File: config.mk
export PLATFORM = sky130hd
export DESIGN_NAME = trap_ctrl
export DESIGN_NICKNAME = d
export VERILOG_FILES = /design/src/rtl/trap_ctrl_pkg.sv /design/src/rtl/trap_ctrl_irq_prio.sv /design/src/rtl/trap_ctrl.sv
export SDC_FILE = /design/constraint.sdc
export NUM_CORES = 1
export LEC_CHECK = 0
export CORE_AREA = 4 4 131 133
export DETAILED_ROUTE_END_ITERATION = 12
export DIE_AREA = 0 0 135 137
export DONT_BUFFER_PORTS = 1
export GPL_ROUTABILITY_DRIVEN = 0
export GPL_TIMING_DRIVEN = 1
export RECOVER_POWER = 100
export SLEW_MARGIN = 20
export SYNTH_ARGS = -nofsm -noshare
export SYNTH_HDL_FRONTEND = slang
export SYNTH_SLANG_ARGS = --single-unit
File: constraint.sdc
create_clock -name clk -period 6 [get_ports clk]
set_input_delay 0.9 -clock clk [delete_from_list [all_inputs] [get_ports clk]]
set_output_delay 0.9 -clock clk [all_outputs]
set_load 0.02 [all_outputs]
File: src/rtl/trap_ctrl_pkg.sv
// Shared trap constants, FSM state type and target-PC helper for trap_ctrl.
package trap_ctrl_pkg;

  localparam logic [3:0] EXC_IMISALIGN = 4'd0;
  localparam logic [3:0] EXC_ILLEGAL   = 4'd2;
  localparam logic [3:0] EXC_BREAK     = 4'd3;
  localparam logic [3:0] EXC_LMISALIGN = 4'd4;
  localparam logic [3:0] EXC_SMISALIGN = 4'd6;
  localparam logic [3:0] EXC_ECALL_M   = 4'd11;

  localparam logic [3:0] IRQ_MSI = 4'd3;
  localparam logic [3:0] IRQ_MTI = 4'd7;
  localparam logic [3:0] IRQ_MEI = 4'd11;

  localparam int unsigned MSTATUS_MIE = 3;
  localparam int unsigned MIE_MSIE    = 3;
  localparam int unsigned MIE_MTIE    = 7;
  localparam int unsigned MIE_MEIE    = 11;

  localparam logic [1:0] MTVEC_VECTORED = 2'b01;

  typedef enum logic [1:0] {
    StIdle     = 2'd0,
    StFlush    = 2'd1,
    StRedirect = 2'd2
  } trap_state_e;

  // Only interrupts taken in vectored mode are offset; everything else lands on base.
  function automatic logic [31:0] trap_target(input logic [31:0] base,
                                              input logic [1:0]  mode,
                                              input logic        is_irq,
                                              input logic [3:0]  code);
    logic [31:0] vec;
    vec = {base[31:2], 2'b00} + {26'h0, code, 2'b00};
    return (mode == MTVEC_VECTORED && is_irq) ? vec : base;
  endfunction

endpackage

File: src/rtl/trap_ctrl_irq_prio.sv
// Fixed-priority interrupt selector: MEI > MSI > MTI.
module trap_irq_prio
  import trap_ctrl_pkg::*;
(
  input  logic       pend_ext,
  input  logic       pend_sw,
  input  logic       pend_tmr,
  output logic       irq_any,
  output logic [3:0] irq_code
);

  always_comb begin
    irq_any  = pend_ext | pend_sw | pend_tmr;
    irq_code = 4'd0;
    if (pend_ext) begin
      irq_code = IRQ_MEI;
    end else if (pend_sw) begin
      irq_code = IRQ_MSI;
    end else if (pend_tmr) begin
      irq_code = IRQ_MTI;
    end
  end

endmodule

File: src/rtl/trap_ctrl.sv
// Commit-point trap sequencer: picks exception/interrupt/MRET, pulses csr_unit,
// flushes the pipeline and then holds a redirect to fetch until accepted.
module trap_ctrl
  import trap_ctrl_pkg::*;
#(
  parameter int unsigned FLUSH_CYCLES = 2
) (
  input  logic        clk,
  input  logic        rst,
  input  logic        commit_valid,
  input  logic [31:0] commit_pc,
  input  logic        exc_valid,
  input  logic [3:0]  exc_code,
  input  logic [31:0] exc_tval,
  input  logic        mret_req,
  input  logic        irq_ext,
  input  logic        irq_tmr,
  input  logic        irq_sw,
  input  logic [31:0] mstatus_i,
  input  logic [31:0] mie_i,
  input  logic [31:0] mtvec_base_i,
  input  logic [1:0]  mtvec_mode_i,
  input  logic [31:0] mepc_i,
  input  logic        fetch_ready,
  output logic        trap_taken,
  output logic [31:0] trap_pc,
  output logic [31:0] trap_cause,
  output logic [31:0] trap_tval,
  output logic        mret_exec,
  output logic        kill_commit,
  output logic        flush_o,
  output logic        stall_o,
  output logic        redirect_valid,
  output logic [31:0] redirect_pc
);

  localparam logic [3:0] FlushLast = 4'(FLUSH_CYCLES - 1);

  trap_state_e state_q, state_d;
  logic [3:0]  cnt_q, cnt_d;
  logic [31:0] target_q, target_d;

  logic       pend_ext, pend_sw, pend_tmr;
  logic       irq_any;
  logic [3:0] irq_code;
  logic       take_exc, take_irq, take_mret;

  assign pend_ext = mstatus_i[MSTATUS_MIE] & mie_i[MIE_MEIE] & irq_ext;
  assign pend_sw  = mstatus_i[MSTATUS_MIE] & mie_i[MIE_MSIE] & irq_sw;
  assign pend_tmr = mstatus_i[MSTATUS_MIE] & mie_i[MIE_MTIE] & irq_tmr;

  trap_irq_prio u_irq_prio (
    .pend_ext (pend_ext),
    .pend_sw  (pend_sw),
    .pend_tmr (pend_tmr),
    .irq_any  (irq_any),
    .irq_code (irq_code)
  );

  always_ff @(posedge clk) begin
    if (rst) begin
      state_q  <= StIdle;
      cnt_q    <= 4'd0;
      target_q <= 32'h0;
    end else begin
      state_q  <= state_d;
      cnt_q    <= cnt_d;
      target_q <= target_d;
    end
  end

  always_comb begin
    state_d        = state_q;
    cnt_d          = cnt_q;
    target_d       = target_q;
    take_exc       = 1'b0;
    take_irq       = 1'b0;
    take_mret      = 1'b0;
    trap_taken     = 1'b0;
    trap_pc        = 32'h0;
    trap_cause     = 32'h0;
    trap_tval      = 32'h0;
    mret_exec      = 1'b0;
    kill_commit    = 1'b0;
    flush_o        = 1'b0;
    stall_o        = 1'b0;
    redirect_valid = 1'b0;
    redirect_pc    = 32'h0;

    unique case (state_q)
      StIdle: begin
        // Gate with rst so every output reads zero while reset is held.
        if (commit_valid && !rst) begin
          take_exc  = exc_valid;
          take_irq  = !exc_valid && irq_any;
          take_mret = !exc_valid && !irq_any && mret_req;
        end
        if (take_exc) begin
          trap_taken  = 1'b1;
          trap_pc     = commit_pc;
          trap_cause  = {28'h0, exc_code};
          trap_tval   = exc_tval;
          kill_commit = 1'b1;
          target_d    = trap_target(mtvec_base_i, mtvec_mode_i, 1'b0, exc_code);
        end else if (take_irq) begin
          trap_taken  = 1'b1;
          trap_pc     = commit_pc;
          trap_cause  = {1'b1, 27'h0, irq_code};
          kill_commit = 1'b1;
          target_d    = trap_target(mtvec_base_i, mtvec_mode_i, 1'b1, irq_code);
        end else if (take_mret) begin
          mret_exec = 1'b1;
          target_d  = mepc_i;
        end
        if (take_exc || take_irq || take_mret) begin
          cnt_d   = 4'd0;
          state_d = StFlush;
        end
      end
      StFlush: begin
        flush_o = 1'b1;
        stall_o = 1'b1;
        if (cnt_q >= FlushLast) begin
          cnt_d   = 4'd0;
          state_d = StRedirect;
        end else begin
          cnt_d = cnt_q + 4'd1;
        end
      end
      StRedirect: begin
        stall_o        = 1'b1;
        redirect_valid = 1'b1;
        redirect_pc    = target_q;
        if (fetch_ready) begin
          state_d = StIdle;
        end
      end
      default: begin
        state_d = StIdle;
      end
    endcase
  end

  logic unused_inputs;
  assign unused_inputs = ^{mstatus_i[31:4], mstatus_i[2:0], mie_i[31:12], mie_i[10:8],
                           mie_i[6:4], mie_i[2:0]};

endmodule

# After elaboration in Yosys (flattened, before gate mapping)
# Index checks and enable logic that the tools add are counted.
# word_totals
ff_bits,38
input_bits,207
word_cells,75
output_inout_bits,134
# classes
mux,39
magnitude_cmp,1
reduce_logical,16
bitwise,8
eq_ne,6
n_addsub,2
# op_table
op,n
32-bit 2-to-1 mux,13
32-bit by 6-bit adder with 32-bit output,1
1-bit 2-to-1 mux,16
4-bit 2-to-1 mux,4
4-bit one-hot mux with 2 select lines,1
1-bit bitwise AND,6
2-bit 2-to-1 mux,3
2-bit inequality test (second input constant),3
2-bit one-hot mux with 3 select lines,1
4-bit by 1-bit adder with 4-bit output (second input constant),1
2-bit by 1-bit equality test with 1-bit output (second input constant),2
4-bit by 1-bit >= comparator with 1-bit output (second input constant),1
1-bit logical AND,4
2-bit AND reduction,2
1-bit zero test,3
3-bit 2-to-1 mux,1
3-bit AND reduction,1
3-bit nonzero test,1
2-bit equality test (second input constant),1
2-bit zero test,1
1-bit logical OR,2
1-bit bitwise OR,2
2-bit nonzero test,1
2-bit OR reduction,1

# Logic depth before layout (Yosys ltp)
# depth
depth_word,13
mapped_depth,12

# Modules after synthesis
# Synthesis repeated with hierarchy kept, for this count alone.
# hier_totals
cells_unflattened,500
hier_area_um2,3677.3
# modules_own_cells
mod,cells_per_inst,n_inst,area_each_um2
trap_ctrl,495,1,3642.2
trap_irq_prio,5,1,35.0

# Worst setup path after synthesis
# Ideal clock, no wire load.
# synth_path
kind,input port to flip-flop
start,input irq_ext
end,register target_q[20]
n_path_buf,1
setup_ps,70
slack_ps,2723
required_time_ps,5930
arrival_time_ps,3207
cell_stages,12
cell_sequence,a222oi_1 nor2_1 ha_1 inv_1 fa_1 nor2b_1 o211a_1 clkbuf_1 nand3_1 xor2_1 a211o_1 a21oi_1
# synth_via
elab_chain_cells,10
elab_cells_between_ends,18
# synth_lines
item,line,source
"start, declared",trap_ctrl.sv:16,"input logic irq_ext,"
1-bit bitwise AND *,trap_ctrl.sv:48,assign pend_ext = mstatus_i[MSTATUS_MIE] & mie_i[MIE_MEIE] & irq_ext;
branches (longest 9 deep; another with 32-bit by 6-bit adder with 32-bit output),-,
"end signal, assigned",trap_ctrl.sv:68,target_q <= target_d;
"end, declared",trap_ctrl.sv:41,"logic [31:0] target_q, target_d;"
# Mark *: on every way between the ends. The select of a mux whose other input is x is not followed.
# A chain may end at the register's enable or synchronous reset.

# Worst setup path in the final report
# layout_path
start,input rst
end,output trap_cause[1]
# layout_via
elab_chain_cells,7
elab_cells_between_ends,9
# layout_lines
item,line,source
"start, declared",trap_ctrl.sv:9,"input logic rst,"
1-bit zero test *,trap_ctrl.sv:93,if (commit_valid && !rst) begin
1-bit logical AND *,trap_ctrl.sv:93,
1-bit 2-to-1 mux,trap_ctrl.sv:93,
1-bit 2-to-1 mux,trap_ctrl.sv:90,unique case (state_q)
32-bit 2-to-1 mux,trap_ctrl.sv:105,end else if (take_irq) begin
32-bit 2-to-1 mux *,trap_ctrl.sv:98,if (take_exc) begin
32-bit 2-to-1 mux *,trap_ctrl.sv:90,
"end, declared",trap_ctrl.sv:27,"output logic [31:0] trap_cause,"
# Every way passes the cells marked *; elsewhere a longest branch is shown, timed or not. The select of a mux whose other input is x is not followed.

==> results.py <==
metrics = {
    "worst_setup_path": {
        "cpMaxStageDelayCell": "clkbuf_1",
        "crit_family": "simple AND/OR/NAND/NOR gates",
        "critPathMaxFanout": 41,
        "slowest_delay_ns": 0.85,
        "start_kind": "input port",
        "cp.arrival_ns": 3.34,
        "end_kind": "output pin",
        "r2r-end": "cnt_q[0]",
        "r2r_start": "state_q[0]",
        "critPathKind": "input port to output pin",
        "critPathBufInv": 1,
        "rr_worst_depth": 8,
        "path_cells": "nand2b_1 -> a221oi_4 -> clkbuf_1 -> nand2_1 -> nor2_1",
        "cp_data_required_time_ns": 5.10,
        "rrSetupSlack_ns": 2.12,
    },
    "min_path": {
        "min_to": "target_q[22]",
        "whs_path_depth": 2,
        "hold_path.class": "flip-flop to flip-flop",
        "hp-start": "target_q[22]",
    },
    "cts": {
        "post_cts_resize_count": 0,
        "clk_path_buf_depth": 2,
        "clock_sinks": 38,
        "clk_pin_slew_ns": 0.06,
        "htreeDepth": 2,
        "cts-root-buf": "clkbuf_16",
        "numCtsBuffers": 5,
        "insertion_delay_ns": 0.29,
        "postCtsSetupBuffers": 0,
        "cts_tree": "done",
        "hold_buffers": 0,
    },
    "run": {
        "cap_violations": 2,
    },
    "global_routing": {
        "grtUsageTotal": 0.1518,
        "grt_pass1_wl_mm": 21.18,
        "gr-total-overflow": 0,
        "antenna_found_initial": 3,
        "grt_pass1_vias": 3313,
        "grt_max_degree": 50,
    },
    "timing": {
        "setup_violations": 0,
        "hold_violations": 0,
        "finClkSkew_ns": 0.01080,
        "slew_headroom": -0.05814,
        "whs_ns": 0.4448,
        "finalCritPeriodShare": 0.7073,
        "tightest_slew_ns": 1.586,
        "tns_ns": 0,
        "fmax_ghz": 0.2356,
        "finalCriticalPeriod_ns": 4.244,
        "rsz0062_at_grt": "false",
        "slew_violations": 36,
    },
    "pwr": {
        "p_per_area_mw_per_mm2": 199.4,
        "vdd.ir_drop.worst_mv": 0.1146,
        "p_leak_uw": 0.001583,
    },
    "finish": {
        "nFillCells": 1778,
        "final_cell_mix": "and3_1, nor2_1, dfxtp_1",
        "mostFrequentLayoutCell": "and3_1",
        "area_delta_synth_final_pct": 5.272,
        "drive_above_1_share": 0.04574,
        "layout.nets": 698,
    },
    "routing": {
        "m1WireLength_mm": 7.068,
        "dr.pass1.iters": 8,
        "drc": 0,
        "detail_route.vias_per_cell": 5.251,
        "num_vias": 3665,
        "wl_met2_mm": 7.013,
        "wirelength_mm": 15.39,
        "ant_nets": 0,
        "avgRoutedWirePerCell_um": 22.04,
        "met3_length_mm": 1.129,
        "first_iter_violations": 272,
        "topRoutingLayerUsed": "met5",
    },
    "placed_design": {
        "hpwlAfterDp_mm": 12.18,
        "io_buffers": 0,
    },
    "logic_synthesis": {
        "synth_edf_count": 0,
        "netlist.top_cell.by_area": "dfxtp_1",
        "synth_warnings": 0,
        "ys_seq_area_frac": 0.2055,
        "async_flop_share": 0,
        "ys_ff_latch": 38,
        "synthCells": 510,
        "ys_types": 60,
        "yosysTopAreaCellShare": 0.2055,
        "avgSynthCellArea_um2": 7.259,
        "ys_top_cells_by_area": "dfxtp_1, and3_1, and2_1",
        "synthFlopType": "dfxtp_1",
        "syn_area_mm2": 0.003702,
    },
    "die": {
        "chipHeight_um": 137,
        "fp.dieW_um": 135,
        "num_rows": 46,
        "core-area_mm2": 0.01583,
        "die_area_mm2": 0.01850,
        "pin_count": 341,
        "initial_core_util": 0.2339,
    },
    "run_status": {
        "violations": "capacitance limit, slew limit",
        "status": "finished, violations left",
    },
}
==> registers in the layout, indices dropped and copies added (netlist names) <==
| register | flops |
|---|---|
| state_q | 2 |
| target_q | 32 |
| cnt_q | 4 |
==> stage by stage <==
| step | setup slack [ns] | utilization | power (uW) | cell area (um^2) | cells |
|---|---|---|---|---|---|
| 2_1_floorplan | 2.723 | - | 459.9 | 3800 | 536 |
| 3_3_place_gp | 2.148 | 0.2382 | 476.4 | 3770 | 689 |
| 3_5_place_dp | 2.127 | 0.2382 | 478.2 | 3770 | 689 |
| 4_1_cts | 2.283 | 0.2485 | 789.1 | 3933 | 697 |
| 5_1_grt | 1.457 | 0.2461 | 818.1 | 3895 | 697 |
| 6_report | 1.756 | 0.2462 | 777.3 | 3897 | 698 |
==> cells in the mapped netlist, types with 4 or more instances <==
| master | number |
|---|---|
| a221oi_1 | 4 |
| o21ai_0 | 14 |
| dfxtp_1 | 38 |
| buf_2 | 11 |
| xnor2_1 | 14 |
| inv_1 | 14 |
| o221ai_1 | 7 |
| clkbuf_1 | 30 |
| and4_1 | 4 |
| buf_4 | 29 |
| nand3_1 | 10 |
| xor2_1 | 6 |
| o22ai_1 | 6 |
| nand2_1 | 30 |
| nor2_1 | 44 |
| o21ai_1 | 4 |
| a222oi_1 | 7 |
| a21oi_1 | 27 |
| ha_1 | 10 |
| nor2b_1 | 6 |
| nor3_1 | 12 |
| nand4_1 | 13 |
| and3_1 | 71 |
| and2_1 | 35 |
| a211oi_1 | 11 |
==> worst reg2reg max path: cells and delay by family, from the launching register on <==
| family | cells | cell delay (ns) |
|---|---|---|
| multiplexers | 1 | 0.24 |
| adder cells (fa/ha/maj) | 1 | 0.52 |
| AND/OR/NAND/NOR | 2 | 0.44 |
| flip-flops | 1 | 0.31 |
| AO/OA/AOI/OAI | 2 | 1.17 |
| buffers and inverters | 2 | 1.10 |
==> cell type report <==
| cell class | count | area (um^2) | area share |
|---|---|---|---|
| Multi-Input combinational cell | 413 | 2604 | 0.6681 |
| Sequential cell | 38 | 760.7 | 0.1952 |
| Tap cell | 216 | 270.3 | 0.06934 |
| Clock buffer | 7 | 132.6 | 0.03403 |
| Inverter | 15 | 56.30 | 0.01445 |
| Timing Repair Buffer | 7 | 41.29 | 0.01059 |
| Clock inverter | 1 | 30.03 | 0.007705 |
| Antenna cell | 1 | 2.502 | 0.0006421 |
==> cell families (layout without fill, tap and decap cells) <==
| kind of cell | count (synthesis) | after routing | share of synthesized area |
|---|---|---|---|
| AO/OA/AOI/OAI | 110 | 110 | 0.2126 |
| multiplexers | 4 | 4 | 0.01115 |
| XOR/XNOR | 20 | 20 | 0.04731 |
| AND/OR/NAND/NOR | 241 | 241 | 0.3640 |
| buffers and inverters | 85 | 30 | 0.1193 |
| adder cells (fa/ha/maj) | 11 | 11 | 0.03920 |
| other | 1 | 28 | 0.001013 |
| flip-flops | 38 | 38 | 0.2055 |
==> worst max path at each step <==
stage	start	depth (start not counted)	end
after floorplan	irq_ext	12	target_q[20]
after global placement	irq_ext	11	target_q[18]
after detailed placement	irq_ext	11	target_q[18]
after CTS	rst	5	trap_cause[1]
after global routing	state_q[0]	5	mret_exec
final	rst	5	trap_cause[1]
==> power breakdown <==
| part | switching (uW) | internal (uW) | total [uW] |
|---|---|---|---|
| clock | 110 | 197 | 307 |
| sequential | 7.87 | 269 | 277 |
| combinational | 137 | 56.2 | 193 |
==> layer usage <==
layer,up-vias,global-route usage
met3,13,0.03566
met5,-,0
li1,1729,-
met4,4,0.03024
met2,161,0.2235
met1,1758,0.2251
(Power assumes the default switching activity.)
